File: src/rtl/bt_update_scheduler_pkg.sv
// rtl/bt_update_scheduler_pkg.sv - shared types and constants for the BTB update scheduler
//
// Purpose: BTB update record, default BTB geometry, scheduler state encoding
//          and a saturating add used by the optional drop statistics.
// Ports:   none (package).
// Config:  BT_UPDATE_DROP_STATS_EN selects use of sat_add16 in the top.

package bt_update_scheduler_pkg;

  localparam int BTB_ENTRIES = 64;
  localparam int BTB_IDX_W   = $clog2(BTB_ENTRIES);
  localparam int ADDR_W      = 32;

  // One branch-target update: branch address and resolved target.
  typedef struct packed {
    logic              valid;
    logic [ADDR_W-1:0] src;
    logic [ADDR_W-1:0] dst;
  } BTUpdate;

  typedef enum logic {
    ST_IDLE  = 1'b0,
    ST_CLEAR = 1'b1
  } sched_state_e;

  function automatic logic [15:0] sat_add16(input logic [15:0] a, input logic [15:0] b);
    logic [16:0] sum;
    sum = {1'b0, a} + {1'b0, b};
    return sum[16] ? 16'hFFFF : sum[15:0];
  endfunction

endpackage

File: src/rtl/bt_update_queue.sv
// rtl/bt_update_queue.sv - multi-push, single-pop FIFO of BTB updates
//
// Purpose: accepts up to NUM_IN valid updates per cycle in ascending port
//          order, limited to the free slots at the start of the cycle; extra
//          updates are silently dropped. One entry pops per cycle.
// Ports:   clk, rst (sync, active-low), flush (empty the queue),
//          push_en (gate all pushes), pop (remove head if non-empty),
//          push_data[NUM_IN] (valid bit per entry), head (oldest entry),
//          count (registered occupancy).

module bt_update_queue import bt_update_scheduler_pkg::*; #(
  parameter int NUM_IN = 2,
  parameter int DEPTH  = 4,
  localparam int PTR_W = $clog2(DEPTH),
  localparam int CNT_W = $clog2(DEPTH + 1)
) (
  input  logic             clk,
  input  logic             rst,
  input  logic             flush,
  input  logic             push_en,
  input  logic             pop,
  input  BTUpdate          push_data [NUM_IN],
  output BTUpdate          head,
  output logic [CNT_W-1:0] count
);

  BTUpdate          mem_q [DEPTH];
  BTUpdate          mem_d [DEPTH];
  logic [PTR_W-1:0] wr_ptr_q, wr_ptr_d;
  logic [PTR_W-1:0] rd_ptr_q, rd_ptr_d;
  logic [CNT_W-1:0] count_q, count_d;

  logic             do_pop;
  logic [PTR_W-1:0] slot;
  int               n_free;
  int               n_push;

  always_comb begin
    mem_d    = mem_q;
    wr_ptr_d = wr_ptr_q;
    rd_ptr_d = rd_ptr_q;
    count_d  = count_q;
    slot     = wr_ptr_q;
    do_pop   = pop && (count_q != '0);
    // Free space is judged on the start-of-cycle occupancy, so a same-cycle
    // pop does not open room for an extra push.
    n_free   = DEPTH - int'(count_q);
    n_push   = 0;

    if (push_en) begin
      for (int i = 0; i < NUM_IN; i++) begin
        if (push_data[i].valid && (n_push < n_free)) begin
          slot        = wr_ptr_q + PTR_W'(n_push);
          mem_d[slot] = push_data[i];
          n_push      = n_push + 1;
        end
      end
    end

    if (flush) begin
      wr_ptr_d = '0;
      rd_ptr_d = '0;
      count_d  = '0;
    end else begin
      // Pointers wrap naturally since DEPTH is a power of two.
      wr_ptr_d = wr_ptr_q + PTR_W'(n_push);
      rd_ptr_d = rd_ptr_q + PTR_W'(do_pop);
      count_d  = count_q + CNT_W'(n_push) - CNT_W'(do_pop);
    end
  end

  always_ff @(posedge clk) begin
    if (!rst) begin
      wr_ptr_q <= '0;
      rd_ptr_q <= '0;
      count_q  <= '0;
    end else begin
      wr_ptr_q <= wr_ptr_d;
      rd_ptr_q <= rd_ptr_d;
      count_q  <= count_d;
    end
    mem_q <= mem_d;
  end

  assign head  = mem_q[rd_ptr_q];
  assign count = count_q;

endmodule

File: src/rtl/bt_update_scheduler.sv
// rtl/bt_update_scheduler.sv - funnels branch-unit updates into the BTB write port and runs BTB clears
//
// Purpose: queues target updates from NUM_IN branch units and presents them
//          one per cycle to the BTB write port; on reset or IN_clearICache it
//          flushes the queue and walks every BTB entry with a clear write.
// Ports:   clk, rst (sync, active-low), IN_clearICache (start full clear),
//          IN_btUpdates[NUM_IN] (incoming updates), IN_btbReady (BTB accepts
//          OUT_btUpdate), OUT_btUpdate (queue head), OUT_clrValid/OUT_clrIdx
//          (entry clear write), OUT_stall (fetch stall request),
//          OUT_dropCnt (only with BT_UPDATE_DROP_STATS_EN: saturating count
//          of updates dropped for lack of queue space).
// Config:  BT_UPDATE_DROP_STATS_EN adds the drop counter and its port.

module bt_update_scheduler import bt_update_scheduler_pkg::*; #(
  parameter int NUM_IN      = 2,
  parameter int QUEUE_DEPTH = 4,
  parameter int BTB_ENTRIES = bt_update_scheduler_pkg::BTB_ENTRIES,
  localparam int IDX_W      = $clog2(BTB_ENTRIES),
  localparam int CNT_W      = $clog2(QUEUE_DEPTH + 1)
) (
  input  logic             clk,
  input  logic             rst,
  input  logic             IN_clearICache,
  input  BTUpdate          IN_btUpdates [NUM_IN],
  input  logic             IN_btbReady,
  output BTUpdate          OUT_btUpdate,
  output logic             OUT_clrValid,
  output logic [IDX_W-1:0] OUT_clrIdx,
  output logic             OUT_stall
`ifdef BT_UPDATE_DROP_STATS_EN
  ,
  output logic [15:0]      OUT_dropCnt
`endif
);

  sched_state_e     state_q, state_d;
  logic [IDX_W-1:0] clr_idx_q, clr_idx_d;

  logic             q_flush;
  logic             q_push_en;
  logic             q_pop;
  BTUpdate          q_head;
  logic [CNT_W-1:0] q_count;

  bt_update_queue #(
    .NUM_IN (NUM_IN),
    .DEPTH  (QUEUE_DEPTH)
  ) u_queue (
    .clk       (clk),
    .rst       (rst),
    .flush     (q_flush),
    .push_en   (q_push_en),
    .pop       (q_pop),
    .push_data (IN_btUpdates),
    .head      (q_head),
    .count     (q_count)
  );

  always_comb begin
    state_d            = state_q;
    clr_idx_d          = clr_idx_q;
    q_flush            = 1'b0;
    q_push_en          = 1'b0;
    q_pop              = 1'b0;
    OUT_btUpdate       = q_head;
    OUT_btUpdate.valid = 1'b0;
    OUT_clrValid       = 1'b0;
    OUT_clrIdx         = clr_idx_q;

    case (state_q)
      ST_IDLE: begin
        OUT_btUpdate.valid = (q_count != '0);
        // The head handed to the BTB this cycle is consumed even if a clear
        // starts in the same cycle.
        q_pop = (q_count != '0) && IN_btbReady;
        if (IN_clearICache) begin
          state_d   = ST_CLEAR;
          clr_idx_d = '0;
          q_flush   = 1'b1;
        end else begin
          q_push_en = 1'b1;
        end
      end
      ST_CLEAR: begin
        OUT_clrValid = 1'b1;
        // Holding the queue in flush discards anything arriving mid-clear.
        q_flush      = 1'b1;
        if (IN_clearICache) begin
          clr_idx_d = '0;
        end else if (clr_idx_q == IDX_W'(BTB_ENTRIES - 1)) begin
          state_d   = ST_IDLE;
          clr_idx_d = '0;
        end else begin
          clr_idx_d = clr_idx_q + IDX_W'(1);
        end
      end
      default: begin
        state_d   = ST_CLEAR;
        clr_idx_d = '0;
      end
    endcase
  end

  always_ff @(posedge clk) begin
    if (!rst) begin
      state_q   <= ST_CLEAR;
      clr_idx_q <= '0;
    end else begin
      state_q   <= state_d;
      clr_idx_q <= clr_idx_d;
    end
  end

  // Stall looks only at registered state so fetch sees a stable request;
  // the threshold leaves room for one full cycle of pushes.
  assign OUT_stall = (state_q == ST_CLEAR) || (int'(q_count) > (QUEUE_DEPTH - NUM_IN));

`ifdef BT_UPDATE_DROP_STATS_EN
  logic [15:0] drop_cnt_q, drop_cnt_d;
  int          n_valid;
  int          n_room;
  int          n_drop;

  // Mirrors the queue's acceptance rule: the first n_room valid ports get in.
  always_comb begin
    n_valid = 0;
    for (int i = 0; i < NUM_IN; i++) begin
      if (IN_btUpdates[i].valid) begin
        n_valid = n_valid + 1;
      end
    end
    n_room     = QUEUE_DEPTH - int'(q_count);
    n_drop     = (n_valid > n_room) ? (n_valid - n_room) : 0;
    drop_cnt_d = drop_cnt_q;
    if (IN_clearICache) begin
      drop_cnt_d = '0;
    end else if (q_push_en) begin
      drop_cnt_d = sat_add16(drop_cnt_q, 16'(n_drop));
    end
  end

  always_ff @(posedge clk) begin
    if (!rst) begin
      drop_cnt_q <= '0;
    end else begin
      drop_cnt_q <= drop_cnt_d;
    end
  end

  assign OUT_dropCnt = drop_cnt_q;
`endif

endmodule
File: config.mk
export PLATFORM = sky130hd
export DESIGN_NAME = bt_update_scheduler
export DESIGN_NICKNAME = d
export VERILOG_FILES = /design/src/rtl/bt_update_scheduler_pkg.sv /design/src/rtl/bt_update_queue.sv /design/src/rtl/bt_update_scheduler.sv
export SDC_FILE = /design/constraint.sdc
export NUM_CORES = 1
export LEC_CHECK = 0
export CORE_ASPECT_RATIO = 0.6
export CORE_MARGIN = 2
export CORE_UTILIZATION = 36
export CTS_BUF_LIST = sky130_fd_sc_hd__clkbuf_4
export CTS_CLUSTER_SIZE = 16
export DETAILED_ROUTE_END_ITERATION = 10
export GPL_TIMING_DRIVEN = 0
export HOLD_SLACK_MARGIN = 0.1
export SYNTH_ARGS = -nofsm -noshare
export SYNTH_HDL_FRONTEND = slang
export SYNTH_SLANG_ARGS = --single-unit
File: constraint.sdc
create_clock -name clk -period 18.3 [get_ports clk]
set_input_delay 5.49 -clock clk [delete_from_list [all_inputs] [get_ports clk]]
set_output_delay 5.49 -clock clk [all_outputs]
set_load 0.005 [all_outputs]
==> metrics.sh, run 1 <==
FINALWORSTPATHREQUIREDPERIOD_NS=8.92
FINAL_NETS=1435
FINAL-MAX-SLEW-VIOLATION-COUNT=0
PATH_DELAY_FAMILY='buffers and inverters'
NUMBER_OF_REGISTER_BITS_INFERRED_BY_SYNTHESIS=270
SYN_TO_FINAL_GROWTH_PCT=24.4
SYNTH.TOP_CELL.AREA_SHARE_PCT=47.0
ANT_NETS=0
PORT-BUFFER-COUNT=206
SYNTH_CELLS=995
LAYOUT_WORST_PATH_CYCLE_SHARE_PCT=48.8
SETUP_VIOLATIONS=0
TIMING.CLOCK.SKEW_NS=0.0419
DETAIL_ROUTE.FIRST_PASS.ITERATIONS=6
HOLD_BUFFERS=0
WORSTPATHMAXFANOUT=10
MAX_CAP_VIOL_COUNT=0
YS_TOP_CELLS_BY_AREA='sky130_fd_sc_hd__edfxtp_1 (47%), sky130_fd_sc_hd__mux2_2 (35%), sky130_fd_sc_hd__mux4_2 (8.8%), sky130_fd_sc_hd__dfxtp_1 (1.7%), sky130_fd_sc_hd__clkbuf_8 (1.0%)'
CTS_SETUP_BUFFERS=0
FINALHOLDVIOLATIONS=0
SYNTHESIS.AREA_PER_INSTANCE_UM2=16.5
SYNTH_TOP_CELL_BY_AREA='sky130_fd_sc_hd__edfxtp_1'
HTREE_NUM_LEVELS=3
REMAINING_DRC_ERRORS=0
SETUP.WORST_PATH.START_CLASS='flip-flop'
MAPPEDNETLISTAREA_UM2=16400
GR-USAGE-ALL-LAYERS_PCT=18.0
R2R_SETUP_SLACK_NS=14.87
PLACE_AREA_UM2=19400
TOTAL_NUMBER_OF_PLACEMENT_ROWS=60
WORST_SLEW_SLACK_AS_A_FRACTION_OF_ITS_LIMIT_PCT=35.6
POST_ROUTE_CELLS_DRIVE_ABOVE_1_SHARE_PCT=57.1
PATH_CLK_SLEW_NS=0.07
DETAILED_PLACE_HPWL_UM=27900
VDD.IR_DROP.WORST_mV=0.0322
GP_CONGESTION=0.739
YOSYSUNIQUECELLTYPES=38
CORE-AREA_UM2=44800
AVGVIACOUNTPERCELL=5.14
ROUTE.VIAS.TOTAL=9942
TIMING.CRITICAL_PATH.TO_TYPE='output pin'
POSTSYNTH.TOPFLOPCELL='sky130_fd_sc_hd__edfxtp_1'
CRITICAL_PATH.N_BUFFERS_INVERTERS=3
FLOORPLAN.INITIALDENSITY_PCT=36.5
SYNTH_ENABLE_FLOP_CELLS=256
CTS_MADE_BUFFERS=76
WORST_CASE_CLOCK_BUFFER_DEPTH=3
GRT-OVFL-TOTAL=0
SYNTH-ASYNC-RESET-RATIO_PCT=0
P_LEAK_nW=6.93
GRT_MAX_DEGREE=32
OUTCOME='finished clean'
TIMING.SETUP.CRITICAL_PATH_CLASS='flip-flop to output pin'
FINALCOREUTILIZATION_PCT=45.4
HOLD_SLACK_NS=0.506
DIE_X_UM=279
DIE_HEIGHT_UM=169
HP-CLASS='flip-flop to flip-flop'
WORST_PIN_SLEW_NS=0.965
DRT_ITER0_MARKERS=629
CRITPATHMOSTFREQUENTCELL='sky130_fd_sc_hd__clkbuf_1'
YS_SEQ_AREA_SHARE_PCT=48.7
FMAX_MHz=112
POWER.DENSITY_nW_PER_UM2=66.6
SYNTH_NETS=1142
CTS.ROOT.BUFFER_CELL='sky130_fd_sc_hd__clkbuf_4'
CP_DATA_REQUIRED_TIME_NS=12.81
CTS.SINKS=270
SETUP_REPAIR_AFTER_GLOBAL_ROUTING_MISSED_ITS_MARGIN='no'
POST_ROUTE_STANDARD_CELL_AREA_EXCLUDING_FILLERS_UM2=20400
CRIT_PATH_TOP_DELAY_CELL='sky130_fd_sc_hd__clkbuf_1'
TRITONCTS='yes'
ANTENNA_FOUND_INITIAL=3
CTS_RESIZED=0
GRT_PASS1_VIAS=10600
CP_DATA_ARRIVAL_TIME_NS=3.43
MAX_STAGE_DELAY_NS=0.78
DIE_AREA_UM2=47200
DETAIL_ROUTE.WIRELENGTH_UM=42400
SYNTH.YOSYS.WARNINGS=0
INSERTION_DELAY_NS=0.74
GRT_FIRST_PASS_WIRELENGTH_UM=64200
TOP_LEVEL_PORTS=207
CRIT_PATH_CELL_TRACE='clkbuf_1 -> clkbuf_1 -> mux4_2 -> clkdlybuf4s50_1'
FILLCELLCOUNT=3982
WL_PER_CELL_UM=21.9
## synthesized netlist by cell type, types with 3 or more instances
library cell               number
sky130_fd_sc_hd__nand4_4        3
sky130_fd_sc_hd__xor2_1         4
sky130_fd_sc_hd__inv_1          7
sky130_fd_sc_hd__edfxtp_1     256
sky130_fd_sc_hd__xnor2_1        4
sky130_fd_sc_hd__mux4_2        64
sky130_fd_sc_hd__clkbuf_1       6
sky130_fd_sc_hd__clkbuf_8      12
sky130_fd_sc_hd__a31oi_1        3
sky130_fd_sc_hd__buf_2         29
sky130_fd_sc_hd__and2_1         3
sky130_fd_sc_hd__buf_1          4
sky130_fd_sc_hd__ha_1          12
sky130_fd_sc_hd__dfxtp_1       14
sky130_fd_sc_hd__mux2_2       502
sky130_fd_sc_hd__nor2_1        11
sky130_fd_sc_hd__nand3_2        3
sky130_fd_sc_hd__nand2_1        4
sky130_fd_sc_hd__buf_6         13
sky130_fd_sc_hd__mux2_1        11
sky130_fd_sc_hd__nand2b_1       3
sky130_fd_sc_hd__and3_1         6
## registers in the layout, indices dropped and copies added, names as in the netlist
name,flops
u_queue.mem_q,256
OUT_clrIdx,6
u_queue.count,3
u_queue.rd_ptr_q,2
u_queue.wr_ptr_q,2
state_q,1
## layer usage
layer | part of all wire [%] | GRT usage (%) | vias to the layer above
met5 | 0.038 | 0 | -
met1 | 47 | 25.0 | 5000
met4 | 1.8 | 5.00 | 2
met2 | 46 | 28.5 | 221
li1 | - | - | 4659
met3 | 4.5 | 3.79 | 60
## per-stage QoR
stage               setup TNS, ns  power [mW]  cells  worst slack (ns)
CTS                             0        1.38   1931              9.12
detailed placement              0       0.778   1799              9.94
global placement            -6.72       0.777   1790             -1.24
global route                    0        1.42   1934              9.09
finish                          0        1.36   1935              9.38
floorplan                       0       0.725    995              4.67
## logic make-up after synthesis
| group | synth area share, % |
|---|---|
| compound gates | 0.696 |
| xor+xnor | 0.428 |
| mux | 44.2 |
| flops | 48.7 |
| simple gates | 1.73 |
| buf+inv | 3.27 |
| fa+ha+maj | 1.04 |
## power by group
group	total [mW]	internal, mW	switching, mW
Sequential	0.672	0.671	0.000654
Combinational	0.0922	0.0543	0.0379
Clock	0.593	0.316	0.277
Total	1.36	1.04	0.316
## worst paths after layout
| path | start | end | cells after the start |
|---|---|---|---|
| setup / recovery | u_queue.rd_ptr_q[1] | OUT_btUpdate[14] | 4 |
| hold reg to reg | OUT_clrIdx[2] | OUT_clrIdx[2] | 1 |
| setup reg to reg | u_queue.count[0] | u_queue.mem_q[200] | 11 |
| hold / removal | OUT_clrIdx[2] | OUT_clrIdx[2] | 1 |
## cell type report
type	count	area, µm²	share of cell area, %
sequential	270	7970	39.1
multi-input combinational	652	7870	38.7
timing repair buffer	215	2250	11.0
clock buffer	116	871	4.28
tap	589	737	3.62
buffer	66	509	2.50
clock inverter	16	124	0.608
inverter	7	26.3	0.129
antenna	4	10.0	0.0491
## cells in the final DEF (no fill, tap or decap), types with 4 or more instances in the layout
| cell type | count |
|---|---|
| sky130_fd_sc_hd__buf_12 | 8 |
| sky130_fd_sc_hd__nor2_1 | 10 |
| sky130_fd_sc_hd__diode_2 | 4 |
| sky130_fd_sc_hd__mux4_2 | 64 |
| sky130_fd_sc_hd__buf_2 | 29 |
| sky130_fd_sc_hd__and3_1 | 6 |
| sky130_fd_sc_hd__clkinv_1 | 10 |
| sky130_fd_sc_hd__clkbuf_1 | 6 |
| sky130_fd_sc_hd__inv_1 | 7 |
| sky130_fd_sc_hd__clkbuf_4 | 116 |
| sky130_fd_sc_hd__nand2_1 | 4 |
| sky130_fd_sc_hd__clkdlybuf4s50_1 | 206 |
| sky130_fd_sc_hd__dfxtp_1 | 14 |
| sky130_fd_sc_hd__xnor2_1 | 4 |
| sky130_fd_sc_hd__xor2_1 | 4 |
| sky130_fd_sc_hd__mux2_1 | 11 |
| sky130_fd_sc_hd__clkbuf_8 | 12 |
| sky130_fd_sc_hd__mux2_2 | 502 |
| sky130_fd_sc_hd__ha_1 | 12 |
| sky130_fd_sc_hd__buf_1 | 4 |
| sky130_fd_sc_hd__buf_6 | 13 |
| sky130_fd_sc_hd__edfxtp_1 | 256 |
Power figures use the tool's default switching activity.
==> run 2: changes to the inputs <==
- clock period: 18.3 -> 7.2 ns (I/O delays scaled with it)
==> metrics.sh, run 2 (synthesis results as in run 1) <==
OUTCOME='finished clean'
CRIT_PATH_TOP_DELAY_CELL='sky130_fd_sc_hd__clkbuf_1'
WORST_PIN_SLEW_NS=0.925
WORSTREG2REGSTART='u_queue.count[0]'
HIGHEST_COUNT_CELLS_IN_THE_LAYOUT_IGNORING_FILL_AND_TAPS='sky130_fd_sc_hd__mux2_2 (502), sky130_fd_sc_hd__edfxtp_1 (256), sky130_fd_sc_hd__clkdlybuf4s50_1 (206), sky130_fd_sc_hd__clkbuf_4 (115), sky130_fd_sc_hd__mux4_2 (64)'
GRT_PASS1_VIAS=10400
CTS_SETUP_BUFFERS=0
FMAX_MHz=181
HOLD_BUFFERS=0
FINALHOLDVIOLATIONS=0
P_LEAK_nW=6.93
WORST_SLEW_SLACK_AS_A_FRACTION_OF_ITS_LIMIT_PCT=38.2
GRT-OVFL-TOTAL=0
INSERTION_DELAY_NS=0.72
PATH_DELAY_FAMILY='buffers and inverters'
NUMBER_OF_FLIP_FLOPS_IN_THE_LARGEST_REGISTER=256
ANTENNA_FOUND_INITIAL=3
SETUP_VIOLATIONS=0
TOP_LEVEL_PORTS=207
HOLD_SLACK_NS=0.526
ANT_NETS=0
SETUP_REPAIR_AFTER_GLOBAL_ROUTING_MISSED_ITS_MARGIN='no'
CTS.SINKS=270
PATH_CLK_SLEW_NS=0.07
HOLD_START='OUT_clrIdx[2]'
DRT_ITER0_MARKERS=623
WORST_CASE_CLOCK_BUFFER_DEPTH=3
MAX_STAGE_DELAY_NS=0.76
DIE_X_UM=279
TIMING.CRITICAL_PATH.TO_TYPE='output pin'
FINAL-MAX-SLEW-VIOLATION-COUNT=0
LAYOUT_WORST_PATH_CYCLE_SHARE_PCT=76.9
CTS.ROOT.BUFFER_CELL='sky130_fd_sc_hd__clkbuf_4'
TOTAL_POWER_mW=3.44
WORST_SLACK_NS=1.67
ROUTE.VIAS.TOTAL=10100
LAYOUT_COMMONEST_CELL='sky130_fd_sc_hd__mux2_2'
VDD.IR_DROP.WORST_mV=0.0938
TOTAL_NUMBER_OF_PLACEMENT_ROWS=60
TIMING.SETUP.CRITICAL_PATH_CLASS='flip-flop to output pin'
PLACE_AREA_UM2=19400
SETUP.WORST_PATH.START_CLASS='flip-flop'
TIMING.CLOCK.SKEW_NS=0.0279
CTS_MADE_BUFFERS=75
REGMOSTFLOPS='u_queue.mem_q'
GRT_MAX_DEGREE=33
CRITICAL_PATH.N_BUFFERS_INVERTERS=3
DETAILED_PLACE_HPWL_UM=28500
TRITONCTS='yes'
CRITPATHMOSTFREQUENTCELL='sky130_fd_sc_hd__clkbuf_1'
AVGVIACOUNTPERCELL=5.21
CP_DATA_ARRIVAL_TIME_NS=3.37
HTREE_NUM_LEVELS=3
HP-CLASS='flip-flop to flip-flop'
FINAL_NETS=1434
DIE_HEIGHT_UM=169
GRT_FIRST_PASS_WIRELENGTH_UM=65700
CORE-AREA_UM2=44800
CP_DATA_REQUIRED_TIME_NS=5.04
PLACEMENT.SETUP.WORST_SLACK_NS=2.23
POST_ROUTE_STANDARD_CELL_AREA_EXCLUDING_FILLERS_UM2=20300
DETAIL_ROUTE.FIRST_PASS.ITERATIONS=5
GR-USAGE-ALL-LAYERS_PCT=18.3
GP_CONGESTION=0.741
CRIT_PATH_CELL_TRACE='clkbuf_1 -> clkbuf_1 -> mux4_2 -> clkdlybuf4s50_1'
MAX_CAP_VIOL_COUNT=0
DETAIL_ROUTE.WIRELENGTH_UM=43200
WORSTPATHMAXFANOUT=10
FILLCELLCOUNT=3936
CRITPATHLAUNCH='u_queue.rd_ptr_q[1]'
POST_ROUTE_CELLS_DRIVE_ABOVE_1_SHARE_PCT=57.2
CTS_RESIZED=0
DIE_AREA_UM2=47200
REMAINING_DRC_ERRORS=0
PORT-BUFFER-COUNT=206
FLOORPLAN.INITIALDENSITY_PCT=36.5
POWER.DENSITY_nW_PER_UM2=169
WL_PER_CELL_UM=22.4
FINALWORSTPATHREQUIREDPERIOD_NS=5.53
SYN_TO_FINAL_GROWTH_PCT=24.3
## run 2: cell count changes in the layout (fill, tap and decap cells not counted), sizes merged
cell      previous run  this run
inv                  8        11
diode                4         3
clkbuf             134       133
clkinvlp             3         0
## run 2: layout make-up
type                    instances  area (µm²)  area share, %
multi-input cells             652        7880           38.7
repair buffers                215        2250           11.1
well taps                     589         737           3.62
inverters                       7        26.3          0.129
flip-flops and latches        270        7970           39.2
plain buffers                  66         509           2.50
clock inverters                16         113          0.553
clock buffers                 115         863           4.24
diodes                          3        7.51         0.0369
## run 2: metal layers
layer | vias to the layer above | GRT usage (%) | wire (µm)
li1 | 4658 | - | -
met1 | 5079 | 26.8 | 21300
met2 | 249 | 26.5 | 18600
met3 | 87 | 4.53 | 2190
met4 | 0 | 5.91 | 1120
met5 | - | 0 | 0
## run 2: stage by stage
step	TNS [ns]	instances	utilization [%]
floorplan	-0.0480	995	-
global placement	-524.60	1790	42.8
detailed placement	0	1799	43.2
CTS	0	1930	45.4
global route	0	1933	45.4
finish	0	1933	45.4
## run 2: final timing paths
check / slack [ns] / end / cells after the start
min: 0.53 / OUT_clrIdx[2] / 1
max: 1.67 / OUT_btUpdate[50] / 4
min reg2reg: 0.53 / OUT_clrIdx[2] / 1
max reg2reg: 3.77 / u_queue.mem_q[218] / 11
## run 2: worst reg2reg max path, stage by stage (launching register included)
cell,delay [ns]
sky130_fd_sc_hd__dfxtp_1,0.38
sky130_fd_sc_hd__inv_1,0.15
sky130_fd_sc_hd__ha_1,0.23
sky130_fd_sc_hd__ha_1,0.33
sky130_fd_sc_hd__a21boi_4,0.27
sky130_fd_sc_hd__and2_2,0.20
sky130_fd_sc_hd__ha_1,0.20
sky130_fd_sc_hd__xor2_1,0.29
sky130_fd_sc_hd__nor2_1,0.09
sky130_fd_sc_hd__nand3_2,0.37
sky130_fd_sc_hd__clkbuf_8,0.31
sky130_fd_sc_hd__mux2_2,0.35
## run 2: report_power, final
part | internal [mW] | switching (mW) | total [mW]
combinational | 0.138 | 0.0971 | 0.235
sequential | 1.71 | 0.00178 | 1.71
clock | 0.796 | 0.704 | 1.50
==> run 3: changes to the inputs <==
- clock period: 7.2 -> 5.4 ns (I/O delays scaled with it)
==> metrics.sh, run 3 (synthesis results as in run 1) <==
DIE_AREA_UM2=47200
MAX_STAGE_DELAY_NS=0.74
GRT_PASS1_VIAS=10400
FINAL-MAX-SLEW-VIOLATION-COUNT=0
CRITICAL_PATH.N_BUFFERS_INVERTERS=3
GRT_MAX_DEGREE=33
R2R_END='u_queue.mem_q[205]'
DIE_X_UM=279
WORSTREGTOREGCELLS=11
CTS.ROOT.BUFFER_CELL='sky130_fd_sc_hd__clkbuf_4'
CTS.SINKS=270
WORST_SLACK_NS=0.451
TIMING.HOLD.WORST_PATH_DEPTH=1
FLOORPLAN.INITIALDENSITY_PCT=36.5
WORST_PIN_SLEW_NS=0.898
DETAILED_PLACE_HPWL_UM=28100
INSERTION_DELAY_NS=0.73
VDD.IR_DROP.WORST_mV=0.136
FMAX_MHz=202
FINALHOLDVIOLATIONS=0
ANT_NETS=0
CTS_RESIZED=0
R2R_SETUP_SLACK_NS=2.04
P_LEAK_nW=6.90
SYN_TO_FINAL_GROWTH_PCT=24.1
PORT-BUFFER-COUNT=206
GRT-OVFL-TOTAL=0
PLACEMENT.SETUP.WORST_SLACK_NS=0.990
ANTENNA_FOUND_INITIAL=4
PATH_CLK_SLEW_NS=0.06
CRIT_PATH_CELL_TRACE='clkbuf_1 -> buf_1 -> mux4_2 -> clkdlybuf4s50_1'
NUMBER_OF_FLIP_FLOPS_IN_THE_LARGEST_REGISTER=256
TOTALNEGATIVESETUPSLACK_NS=0
WORST_SLEW_SLACK_AS_A_FRACTION_OF_ITS_LIMIT_PCT=40.2
DETAIL_ROUTE.WIRELENGTH_UM=42600
DETAIL_ROUTE.FIRST_PASS.ITERATIONS=5
TIMING.CRITICAL_PATH.TO_TYPE='output pin'
TIMING.CLOCK.SKEW_NS=0.0527
WL_PER_CELL_UM=22.1
POWER.DENSITY_nW_PER_UM2=224
HP-CLASS='flip-flop to flip-flop'
SETUP_REPAIR_AFTER_GLOBAL_ROUTING_MISSED_ITS_MARGIN='no'
SETUP.WORST_PATH.START_CLASS='flip-flop'
FINALWORSTPATHREQUIREDPERIOD_NS=4.95
MAX_CAP_VIOL_COUNT=0
HTREE_NUM_LEVELS=3
CRIT_PATH_TOP_DELAY_CELL='sky130_fd_sc_hd__buf_1'
REMAINING_DRC_ERRORS=0
OUTCOME='finished clean'
FINAL_NETS=1435
POST_ROUTE_CELLS_DRIVE_ABOVE_1_SHARE_PCT=57.2
CP_DATA_ARRIVAL_TIME_NS=3.33
WORSTPATHMAXFANOUT=10
TOP_LEVEL_PORTS=207
TIMING.SETUP.CRITICAL_PATH_CLASS='flip-flop to output pin'
ROUTE.VIAS.TOTAL=9932
TRITONCTS='yes'
REGMOSTFLOPS='u_queue.mem_q'
HOLD_BUFFERS=0
TOTAL_NUMBER_OF_PLACEMENT_ROWS=60
POST-PLACE-CELLS=1799
HOLD_PATH_END='OUT_clrIdx[5]'
HOLD_SLACK_NS=0.502
CTS_MADE_BUFFERS=76
HOLD_START='OUT_clrIdx[5]'
WORST_CASE_CLOCK_BUFFER_DEPTH=3
WORSTREG2REGSTART='u_queue.count[0]'
DIE_HEIGHT_UM=169
CP_DATA_REQUIRED_TIME_NS=3.78
LAYOUT_COMMONEST_CELL='sky130_fd_sc_hd__mux2_2'
FINAL-INSTANCE-COUNT-EXCL-FILL=1928
FILLCELLCOUNT=3915
SETUP_VIOLATIONS=0
PATH_DELAY_FAMILY='buffers and inverters'
GRT_FIRST_PASS_WIRELENGTH_UM=64500
GR-USAGE-ALL-LAYERS_PCT=18.1
LAYOUT_WORST_PATH_CYCLE_SHARE_PCT=91.7
CORE-AREA_UM2=44800
GP_CONGESTION=0.739
DRT_ITER0_MARKERS=603
AVGVIACOUNTPERCELL=5.15
CTS_SETUP_BUFFERS=0
HIGHEST_COUNT_CELLS_IN_THE_LAYOUT_IGNORING_FILL_AND_TAPS='sky130_fd_sc_hd__mux2_2 (502), sky130_fd_sc_hd__edfxtp_1 (256), sky130_fd_sc_hd__clkdlybuf4s50_1 (206), sky130_fd_sc_hd__clkbuf_4 (114), sky130_fd_sc_hd__mux4_2 (64)'
## run 3: cell types whose count changed in the layout (fill, tap and decap cells not counted), sizes merged
cell      previous run  this run
diode                3         4
clkbuf             133       132
clkinv              10         8
clkinvlp             0         1
inv                 11         7
## run 3: area by class of cell
type,count,area (µm²),area share [%]
Buffer,66,509,2.51
Multi-Input combinational cell,652,7880,38.8
Clock inverter,11,97.6,0.480
Timing Repair Buffer,215,2240,11.0
Tap cell,589,737,3.63
Antenna cell,4,10.0,0.0493
Sequential cell,270,7970,39.2
Inverter,7,26.3,0.129
Clock buffer,114,856,4.21
## run 3: through the flow
step	cell area (µm²)	power (mW)	util, %
detailed placement	19400	2.64	43.2
CTS	20300	4.64	45.3
global placement	19200	2.63	42.8
floorplan	16400	2.46	-
finish	20300	4.55	45.3
global route	20300	4.76	45.3
## run 3: how the worst max path moves through the flow
stage | depth (start not counted) | to | start
global placement | 4 | OUT_clrIdx[2] | IN_clearICache
floorplan | 6 | u_queue.count[1] | IN_clearICache
finish | 4 | OUT_btUpdate[42] | u_queue.rd_ptr_q[1]
CTS | 4 | OUT_btUpdate[44] | u_queue.rd_ptr_q[1]
global route | 4 | OUT_btUpdate[42] | u_queue.rd_ptr_q[1]
detailed placement | 9 | u_queue.mem_q[250] | IN_btUpdates[129]
## run 3: per-layer routing
| metal | part of all wire [%] | routed length (µm) | vias up | track usage [%] |
|---|---|---|---|---|
| met3 | 5.1 | 2180 | 65 | 4.34 |
| met1 | 49 | 20800 | 4964 | 26.3 |
| met2 | 44 | 18800 | 246 | 26.8 |
| met5 | 0 | 0 | - | 0 |
| met4 | 1.9 | 821 | 0 | 5.40 |
| li1 | - | - | 4657 | - |
## run 3: report_power, final
group	switching [mW]	internal [mW]
clock	0.910	1.05
sequential	0.00233	2.27
combinational	0.129	0.184
total	1.04	3.51
